$ cat src/rtl/pc_sequencer_if.sv
// Fetch-sequencer bundle: EX branch resolution inputs, hazard/imem handshake,
// and the PC/flush/status outputs presented to the IF stage.
interface pc_sequencer_if #(
  parameter int unsigned ADDR_W = 64,
  parameter int unsigned CNT_W  = 16
);
  logic              unconditional_branch_in;
  logic              conditional_branch_in;
  logic              alu_main_is_zero_in;
  logic              branch_valid_in;
  logic [ADDR_W-1:0] branch_target_in;
  logic              stall_in;
  logic              imem_ready_in;
  logic              imem_req_out;
  logic [ADDR_W-1:0] pc_out;
  logic              pc_src_out;
  logic              flush_if_id_out;
  logic              flush_id_ex_out;
  logic              misalign_err_out;
  logic [CNT_W-1:0]  taken_count_out;

  modport master (
    output unconditional_branch_in, conditional_branch_in, alu_main_is_zero_in,
           branch_valid_in, branch_target_in, stall_in, imem_ready_in,
    input  imem_req_out, pc_out, pc_src_out, flush_if_id_out, flush_id_ex_out,
           misalign_err_out, taken_count_out
  );

  modport slave (
    input  unconditional_branch_in, conditional_branch_in, alu_main_is_zero_in,
           branch_valid_in, branch_target_in, stall_in, imem_ready_in,
    output imem_req_out, pc_out, pc_src_out, flush_if_id_out, flush_id_ex_out,
           misalign_err_out, taken_count_out
  );
endinterface

$ cat src/rtl/pc_sequencer.sv
// Program counter owner: resolves EX branches, redirects fetch, and issues
// registered flush pulses for the wrong-path slots.
module pc_sequencer #(
  parameter int unsigned       ADDR_W      = 64,
  parameter logic [ADDR_W-1:0] RESET_PC    = '0,
  parameter int unsigned       FLUSH_SLOTS = 2,
  parameter int unsigned       CNT_W       = 16
) (
  input  logic          clk_in,
  input  logic          rst_n_in,
  pc_sequencer_if.slave bus
);

  localparam logic [1:0] ST_IDLE  = 2'd0;
  localparam logic [1:0] ST_FETCH = 2'd1;
  localparam logic [1:0] ST_FLUSH = 2'd2;
  localparam logic [2:0] SLOTS    = 3'(FLUSH_SLOTS);

  logic [1:0]        state_q, state_d;
  logic [ADDR_W-1:0] pc_q, pc_d;
  logic              req_q, req_d;
  logic              src_q, src_d;
  logic              flush_q, flush_d;
  logic              err_q, err_d;
  logic [CNT_W-1:0]  cnt_q, cnt_d;
  logic [2:0]        slot_q, slot_d;
  logic              taken;

  // Outputs are computed one cycle ahead so every port is a flop.
  always_comb begin
    state_d = state_q;
    pc_d    = pc_q;
    req_d   = 1'b0;
    src_d   = 1'b0;
    flush_d = 1'b0;
    err_d   = err_q;
    cnt_d   = cnt_q;
    slot_d  = slot_q;
    taken   = bus.branch_valid_in &
              (bus.unconditional_branch_in |
               (bus.conditional_branch_in & bus.alu_main_is_zero_in));
    case (state_q)
      ST_IDLE: begin
        state_d = ST_FETCH;
        req_d   = 1'b1;
      end
      ST_FETCH: begin
        if (taken) begin
          pc_d    = {bus.branch_target_in[ADDR_W-1:2], 2'b00};
          src_d   = 1'b1;
          if (bus.branch_target_in[1:0] != 2'b00) err_d = 1'b1;
          if (cnt_q != '1) cnt_d = cnt_q + CNT_W'(1);
          slot_d  = SLOTS;
          flush_d = 1'b1;
          state_d = ST_FLUSH;
        end else begin
          req_d = 1'b1;
          if (!bus.stall_in && bus.imem_ready_in) pc_d = pc_q + ADDR_W'(4);
        end
      end
      ST_FLUSH: begin
        slot_d = slot_q - 3'd1;
        if (slot_q == 3'd1) begin
          state_d = ST_FETCH;
          req_d   = 1'b1;
        end else begin
          flush_d = 1'b1;
        end
      end
      default: state_d = ST_IDLE;
    endcase
  end

  always_ff @(posedge clk_in or negedge rst_n_in) begin
    if (!rst_n_in) begin
      state_q <= ST_IDLE;
      pc_q    <= RESET_PC;
      req_q   <= 1'b0;
      src_q   <= 1'b0;
      flush_q <= 1'b0;
      err_q   <= 1'b0;
      cnt_q   <= '0;
      slot_q  <= '0;
    end else begin
      state_q <= state_d;
      pc_q    <= pc_d;
      req_q   <= req_d;
      src_q   <= src_d;
      flush_q <= flush_d;
      err_q   <= err_d;
      cnt_q   <= cnt_d;
      slot_q  <= slot_d;
    end
  end

  assign bus.imem_req_out     = req_q;
  assign bus.pc_out           = pc_q;
  assign bus.pc_src_out       = src_q;
  assign bus.flush_if_id_out  = flush_q;
  assign bus.flush_id_ex_out  = flush_q;
  assign bus.misalign_err_out = err_q;
  assign bus.taken_count_out  = cnt_q;

endmodule

$ cat src/flat_wrapper.sv
// flat-port wrapper written by rule: the top's interface ports become plain ports
module pc_sequencer_flat 
#(
  parameter int unsigned       ADDR_W      = 64,
  parameter logic [ADDR_W-1:0] RESET_PC    = '0,
  parameter int unsigned       FLUSH_SLOTS = 2,
  parameter int unsigned       CNT_W       = 16
)
  (clk_in, rst_n_in, bus_unconditional_branch_in, bus_conditional_branch_in, bus_alu_main_is_zero_in, bus_branch_valid_in, bus_branch_target_in, bus_stall_in, bus_imem_ready_in, bus_imem_req_out, bus_pc_out, bus_pc_src_out, bus_flush_if_id_out, bus_flush_id_ex_out, bus_misalign_err_out, bus_taken_count_out);
  pc_sequencer_if #(.ADDR_W(ADDR_W), .CNT_W(CNT_W)) bus_i ();
  input  logic clk_in;
  input  logic rst_n_in;
  input wire logic [$bits(bus_i.unconditional_branch_in)-1:0] bus_unconditional_branch_in;
  input wire logic [$bits(bus_i.conditional_branch_in)-1:0] bus_conditional_branch_in;
  input wire logic [$bits(bus_i.alu_main_is_zero_in)-1:0] bus_alu_main_is_zero_in;
  input wire logic [$bits(bus_i.branch_valid_in)-1:0] bus_branch_valid_in;
  input wire logic [$bits(bus_i.branch_target_in)-1:0] bus_branch_target_in;
  input wire logic [$bits(bus_i.stall_in)-1:0] bus_stall_in;
  input wire logic [$bits(bus_i.imem_ready_in)-1:0] bus_imem_ready_in;
  output wire logic [$bits(bus_i.imem_req_out)-1:0] bus_imem_req_out;
  output wire logic [$bits(bus_i.pc_out)-1:0] bus_pc_out;
  output wire logic [$bits(bus_i.pc_src_out)-1:0] bus_pc_src_out;
  output wire logic [$bits(bus_i.flush_if_id_out)-1:0] bus_flush_if_id_out;
  output wire logic [$bits(bus_i.flush_id_ex_out)-1:0] bus_flush_id_ex_out;
  output wire logic [$bits(bus_i.misalign_err_out)-1:0] bus_misalign_err_out;
  output wire logic [$bits(bus_i.taken_count_out)-1:0] bus_taken_count_out;
  assign bus_i.unconditional_branch_in = bus_unconditional_branch_in;
  assign bus_i.conditional_branch_in = bus_conditional_branch_in;
  assign bus_i.alu_main_is_zero_in = bus_alu_main_is_zero_in;
  assign bus_i.branch_valid_in = bus_branch_valid_in;
  assign bus_i.branch_target_in = bus_branch_target_in;
  assign bus_i.stall_in = bus_stall_in;
  assign bus_i.imem_ready_in = bus_imem_ready_in;
  assign bus_imem_req_out = bus_i.imem_req_out;
  assign bus_pc_out = bus_i.pc_out;
  assign bus_pc_src_out = bus_i.pc_src_out;
  assign bus_flush_if_id_out = bus_i.flush_if_id_out;
  assign bus_flush_id_ex_out = bus_i.flush_id_ex_out;
  assign bus_misalign_err_out = bus_i.misalign_err_out;
  assign bus_taken_count_out = bus_i.taken_count_out;
  pc_sequencer #(.ADDR_W(ADDR_W), .RESET_PC(RESET_PC), .FLUSH_SLOTS(FLUSH_SLOTS), .CNT_W(CNT_W)) u_core (.clk_in(clk_in), .rst_n_in(rst_n_in), .bus(bus_i));
endmodule
$ cat config.mk
export PLATFORM = sky130hd
export DESIGN_NAME = pc_sequencer_flat
export DESIGN_NICKNAME = d
export VERILOG_FILES = /design/src/rtl/pc_sequencer_if.sv /design/src/rtl/pc_sequencer.sv /design/src/flat_wrapper.sv
export SDC_FILE = /design/constraint.sdc
export NUM_CORES = 1
export LEC_CHECK = 0
export ABC_AREA = 1
export BUFFER_PORTS_ARGS = -buffer_cell sky130_fd_sc_hd__buf_2
export CAP_MARGIN = 20
export CELL_PAD_IN_SITES_DETAIL_PLACEMENT = 1
export CELL_PAD_IN_SITES_GLOBAL_PLACEMENT = 2
export CORE_AREA = 2 2 191 118
export DETAILED_ROUTE_END_ITERATION = 6
export DIE_AREA = 0 0 193 120
export PLACE_DENSITY_LB_ADDON = 0.1
export SLEW_MARGIN = 20
export SYNTH_ARGS = -nofsm -noshare
export SYNTH_HDL_FRONTEND = slang
export SYNTH_SLANG_ARGS = --single-unit
$ cat constraint.sdc
create_clock -name clk_in -period 2.8 [get_ports clk_in]
set_input_delay 0.42 -clock clk_in [delete_from_list [all_inputs] [get_ports clk_in]]
set_output_delay 0.42 -clock clk_in [all_outputs]
set_load 0.02 [all_outputs]
==> metrics.md, run 1 <==
| Metric | Value |
|---|---|
| Status | completed |
| Instance count on the critical path | 8 |
| Multi-input gate area | about 0.0038 mm^2 |
| Fmax | 448.8 MHz |
| Worst path bufs/invs | 0 |
| Drt total wl | 27,280 um |
| Cts bufs inserted | 9 |
| Final hold slack | 63.86 ps |
| Largest net degree at the start of global routing | 113 |
| # clock sinks | 87 |
| Routed len/inst | 18.54 um |
| Vias/cell | just under 5 |
| Cell family with most CP delay | simple AND/OR/NAND/NOR gates |
| CTS root buffer | clkbuf_16 |
| Post-Place Cell Area | 0.007570 mm^2 |
| Fin util | 36.31% |
| Post-Syn Area | 0.006524 mm^2 |
| Critical path's slowest cell | dfrtp_1 |
| Worst setup SP type | register |
| Gpl congestion | 0.9243 |
| GRT Util Overall | about a quarter |
| Final setup viols | 0 |
| CTS HTree Levels | 3 |
| Die X-Extent | 193 um |
| Detailed placer's ending HPWL | 21,570 um |
| Cells on worst reg2reg path | 8 |
| Xor and xnor area share after synthesis | 4.162% |
| Die area | 0.02316 mm^2 |
| Top cell by count, worst path | nor2_2 |
| Grt total ovfl | 0 |
| Tot Pwr | 0.007225 W |
| Normalized max-slew margin | 57.78% |
| Crit path arrival time | 2440 ps |
| Simple-gate share of the synthesized area | 43.63% |
| Mapped Avg Cell Area | 6.237 um^2 |
| Register area | 0.002177 mm^2 |
| First-pass GRT wire length | 41,890 um |
| Pwr dens | between 900 and 1000 mW/mm^2 |
| PortBufs | 154 |
| Layout cell share with drive strength beyond 1 | 18.14% |
| Post-synthesis mux area share | 0% |
| CP Cell Sequence | ha_1, nand2_1, nor2_2, nand2_2, nor2_2, nand3_1, o22ai_1, a21oi_1 |
| Flops & latches, synth | 87 |
| Worst VDD drop | 0.3549 mV |
| Antenna viol nets, final | 0 |
| Clock tree from TritonCTS | built |
| Slew @ Worst Pin | 632.4 ps |
| Starting Density | 30.28% |
| Complex-gate fraction of the synthesized area | about 8.6% |
| # DRC | 0 |
| Worst hold path class | input pin to asynchronous set/reset pin |
| Resized cells post-CTS | 0 |
| Pins Over Slew Limit | 0 |
| Die height | 120 um |
| R2R Setup Slk | 570 ps |
| Area Overhead vs Synth | 19.91% |
| Vias in the first global route | 6,845 |
| Final hold violations | 0 |
| Final Cell Area | 0.007823 mm^2 |
| Most frequent cells in the layout | nand2_1, nor2_1, buf_2 |
| Post-Syn Instances | 1,046 |
| Row count | 42 |
| CORE AREA | approximately 0.022 mm^2 |
| CP Max Fanout | 6 |
| Critical Path Sink | u_core.bus.pc_out[26] |
| Yosys warning total | 0 |
| Skew-Pair Late Insertion Delay | 360 ps |
| RSZ-0062 raised after global routing | no |
| Setup_tns | 0 ps |
| FF-to-FF Start | u_core.bus.pc_out[3] |
| Post-Synth Adder-Cell Area | 1.534% |
| Sequential share of the synthesized area | 33.37% |
| Post-CTS Hold Buffers | 0 |
| Synth unique cells | 35 |
| Max Clock Skew | 13.16 ps |
| Critical Path RT | 3010 ps |
| Boundary Pins | 157 |
| Bufs on Longest Clock Path | 2 |
| Total number of vias | 7,152 |
| R2r endpoint | u_core.bus.pc_out[26] |
| Net count, final | 1,263 |
| Filler cells | 2,905 |
| N_diodes | 0 |
| Critical Path Source | u_core.bus.pc_out[3] |
| Leak | 4.031 nW |
| Post-CTS repair timing setup buffer count | 0 |
| Initial antenna violation count | 0 |
| Crit Path Class | register to register |
| Maxcap violations | 0 |
| Final min period | 2228 ps |
| Critical path's largest stage delay | 430 ps |
| Final worst-path cycle share | 79.58% |
| Main combinational cell family by area after synthesis | simple AND/OR/NAND/NOR gates |
| Drt first pass iters | 4 |
| 1st-iter DRT viols | 445 |
| CP endpoint kind | register |
| Clk pin slew, worst setup/hold paths | 60 ps |
| Commonest non-fill, non-tap cell in the layout | nand2_1 |
how the worst min path moves through the flow:
stage / start / to / slack, ps / cells past startpoint
6_report: rst_n_in / u_core.bus.taken_count_out[5] / 60 / 1
5_1_grt: rst_n_in / u_core.bus.taken_count_out[5] / 100 / 1
4_1_cts: rst_n_in / u_core.bus.taken_count_out[5] / 80 / 1
3_5_place_dp: rst_n_in / u_core.bus.taken_count_out[5] / 460 / 1
3_3_place_gp: rst_n_in / u_core.bus.taken_count_out[5] / 460 / 1
2_1_floorplan: rst_n_in / u_core.bus.flush_id_ex_out / 120 / 0
flip-flops by register name, summed over array words and instances, names as in the netlist:
| register | cells |
|---|---|
| u_core.bus.flush_id_ex_out | 1 |
| u_core.bus.taken_count_out | 16 |
| u_core.state_q | 2 |
| u_core.slot_q | 3 |
| u_core.bus.imem_req_out | 1 |
| u_core.bus.pc_out | 62 |
| u_core.bus.misalign_err_out | 1 |
| u_core.bus.pc_src_out | 1 |
cell families (layout without fill, tap and decap cells):
| kind of cell | after synthesis | count (layout) |
|---|---|---|
| xor+xnor | 31 | 31 |
| flops | 87 | 87 |
| buf+inv | 139 | 277 |
| simple gates | 677 | 677 |
| other cells | 1 | 2 |
| fa+ha+maj | 8 | 8 |
| compound gates | 103 | 103 |
stage by stage:
step           setup slack (ps)  instances
2_1_floorplan              1025       1047
3_3_place_gp              610.9       1458
3_5_place_dp              641.6       1458
4_1_cts                   616.8       1471
5_1_grt                   440.2       1471
6_report                  571.8       1471
synth_stat cells (all sizes together):
master,count,area (um^2)
a31oi,3,18.77
inv,106,397.9
nand3,67,350.3
nor2,214,893.4
ha,8,100.1
nor3,12,60.06
a22oi,1,7.510
o21ai,55,294.0
nand3b,2,15.01
dfrtp,87,2177
o21bai,1,7.510
a21oi,32,160.2
clkbuf,11,41.29
or2,1,6.260
nand2,362,1401
nor3b,1,7.510
buf,22,127.6
nand4,18,112.6
o22ai,10,62.56
o21a,1,7.510
conb,1,3.750
xnor2,6,52.55
xor2,25,219.0
final cells by class:
type,count,area share (%)
clock buffer,11,3.103
clock inverter,2,0.1280
inverter,106,5.086
multi-input combinational,821,48.53
sequential,87,27.83
tap,286,4.575
timing repair buffer,158,10.75
power breakdown:
group	switching [W]	internal (W)
Clock	0.000537	0.000609
Combinational	0.00233	0.00109
Sequential	0.000889	0.00177
Total	0.00376	0.00347
per-layer routing:
layer  part of all wire (%)  global-route usage, %  vias up
li1                       -                      -     3539
met1                     55                  40.39     3429
met2                     37                  30.96      174
met3                    7.0                  6.054       10
met4                   0.53                  3.551        0
met5                      0                      0        -
Power figures use the tool's default switching activity.
==> run 2, diff against run 1 <==
- CORE_AREA: 2 2 191 118 -> 2 2 208 128
- DIE_AREA: 0 0 193 120 -> 0 0 210 130
- clock period: 2.8 -> 2 ns (I/O delays scaled with it)
==> metrics.md, run 2 (synthesized netlist as in run 1, its figures left out) <==
| Metric | Value |
|---|---|
| Fmax | 524.6 MHz (+17%) |
| Max FFs per register | 62 (unchanged) |
| Initial antenna violation count | 0 (unchanged) |
| Clk pin slew, worst setup/hold paths | 70 ps (about the same) |
| Largest net degree at the start of global routing | 88 (-22%) |
| Final setup viols | 0 (unchanged) |
| Hold path depth | 3 |
| Drt total wl | 30,130 um (+10%) |
| Drt first pass iters | 7 (+3) |
| Critical Path RT | 2270 ps (-740 ps) |
| Critical Path Source | u_core.bus.pc_out[3] |
| Skew-Pair Late Insertion Delay | 380 ps (+20 ps) |
| Pins Over Slew Limit | 0 (unchanged) |
| Top cell by count, worst path | nand2_1 |
| Cts bufs inserted | 9 (unchanged) |
| Pwr dens | 1314 mW/mm^2 (+42%) |
| Layout cell share with drive strength beyond 1 | 26.72% (+8.6 points) |
| Total number of vias | 7,459 (+4.3%) |
| CP endpoint kind | register |
| Final Cell Area | 0.008871 mm^2 (+13%) |
| Bufs on Longest Clock Path | 2 (unchanged) |
| Maxcap violations | 0 (unchanged) |
| Non-Filler Instances | 1,627 (+11%) |
| Row count | 46 (+9.5%) |
| Leak | 4.604 nW (+14%) |
| CTS root buffer | clkbuf_16 |
| Area Overhead vs Synth | 35.98% |
| Routed len/inst | 18.52 um (-0.13%) |
| Setup_tns | 0 ps (unchanged) |
| Clock tree from TritonCTS | built |
| R2r endpoint | u_core.bus.pc_out[23] |
| FF-to-FF Start | u_core.bus.pc_out[3] |
| Starting Density | 25.36% (-4.9 points) |
| Status | completed |
| Placed cells | 1,605 (+10%) |
| Crit Path Class | register to register |
| Antenna viol nets, final | 0 (unchanged) |
| N_diodes | 0 (unchanged) |
| Die area | 0.02730 mm^2 (+18%) |
| GRT Util Overall | 22.75% (-1.6 points) |
| R2R Setup Slk | 90 ps (-480 ps) |
| CORE AREA | 0.02573 mm^2 (+19%) |
| Crit path arrival time | 2170 ps (-270 ps) |
| Boundary Pins | 157 (unchanged) |
| Critical path's largest stage delay | 360 ps (-70 ps) |
| First-pass GRT wire length | 45,790 um (+9.3%) |
| # clock sinks | 87 (unchanged) |
| Final hold slack | 197.0 ps (+133.1 ps) |
| Post-Place Cell Area | 0.008398 mm^2 (+11%) |
| Detailed placer's ending HPWL | 24,280 um (+13%) |
| Normalized max-slew margin | 62.84% (+5.1 points) |
| Final min period | 1906 ps (-322.1 ps) |
| Net count, final | 1,366 (+8.2%) |
| Worst VDD drop | 0.5266 mV (+48%) |
| Final hold violations | 0 (unchanged) |
| CTS HTree Levels | 3 (unchanged) |
| 1st-iter DRT viols | 476 (+7.0%) |
| CP Max Fanout | 5 (-1) |
| Slew @ Worst Pin | 557.4 ps (-75.03 ps) |
| Die height | 130 um (+8.3%) |
| Cells on worst reg2reg path | 9 (+1) |
| Gpl congestion | 0.8585 (-7.1%) |
| # DRC | 0 (unchanged) |
| Worst setup SP type | register |
| PortBufs | 154 (unchanged) |
| Worst hold path class | input pin to register |
| Die X-Extent | 210 um (+8.8%) |
| RSZ-0062 raised after global routing | yes |
| Most frequent cells in the layout | nand2_1, nor2_1, buf_2 |
| Commonest non-fill, non-tap cell in the layout | nand2_1 |
| Vias in the first global route | 7,312 (+6.8%) |
| Max Clock Skew | 9.234 ps (-3.924 ps) |
| CP Cell Sequence | buf_4, nand2_2, nor2_4, nand2_1, nor2_2, nand2_1, xnor2_1, o21ai_0, nand2_1 |
| Final worst-path cycle share | 95.30% (+16 points) |
| Vias/cell | 4.585 (-5.7%) |
| Critical Path Sink | u_core.bus.pc_out[23] |
| Grt total ovfl | 0 (unchanged) |
| Critical path's slowest cell | dfrtp_1 |
-- run 2: through the flow --
| stage | util, % | total power, W | setup WS (ps) |
|---|---|---|---|
| after global routing | 34.48 | 0.01259 | -21.36 |
| after detailed placement | 32.64 | 0.009596 | -36.39 |
| after floorplan | - | 0.006538 | 225.4 |
| after global placement | 32.64 | 0.009553 | -34.13 |
| final | 34.48 | 0.01166 | 93.96 |
| after CTS | 33.97 | 0.01164 | 9.180 |
-- run 2: report_power, final --
group          switching, W  total (W)  leakage (nW)  internal [W]
combinational       0.00397    0.00625          3.38       0.00228
sequential         0.000933    0.00343          1.07       0.00250
clock              0.000847    0.00198         0.156       0.00113
total               0.00575     0.0117          4.60       0.00591
-- run 2: repair_timing --
item,in CTS,in global routing
hold endpoints to repair,13,0
setup buffers,0,5
hold buffers,1,0
resized for setup,2,30
pin swaps,0,2
setup endpoints to repair,9,32
-- run 2: worst min-delay path by stage --
stage	to	slack (ps)	start
3_3_place_gp	u_core.bus.taken_count_out[5]	410	rst_n_in
2_1_floorplan	u_core.bus.flush_id_ex_out	4	rst_n_in
4_1_cts	u_core.bus.misalign_err_out	190	bus_branch_target_in[0]
3_5_place_dp	u_core.bus.taken_count_out[5]	400	rst_n_in
6_report	u_core.bus.misalign_err_out	200	bus_branch_target_in[0]
5_1_grt	u_core.bus.misalign_err_out	190	bus_branch_target_in[0]
-- run 2: metal layers --
metal	vias to the layer above	part of all wire, %	track usage [%]
li1	3744	-	-
met1	3546	57	36.73
met2	158	37	29.49
met3	11	5.4	5.945
met4	0	0.65	3.755
met5	-	0	0
-- run 2: worst max-delay path: cells and delay by family, from the launching register on --
| family | cells | cell delay [ps] |
|---|---|---|
| simple gates | 6 | 950 |
| flops | 1 | 360 |
| xor+xnor | 1 | 190 |
| compound gates | 1 | 150 |
| buf+inv | 1 | 140 |
-- run 2: cell type report --
class                           instances  area [um^2]
Sequential cell                        87         2188
Multi-Input combinational cell        821         3874
Clock inverter                          5        81.33
Clock buffer                           11        242.7
Inverter                              106        397.9
Tap cell                              336        420.4
Fill cell                            3345        16860
Timing Repair Buffer                  261         1667
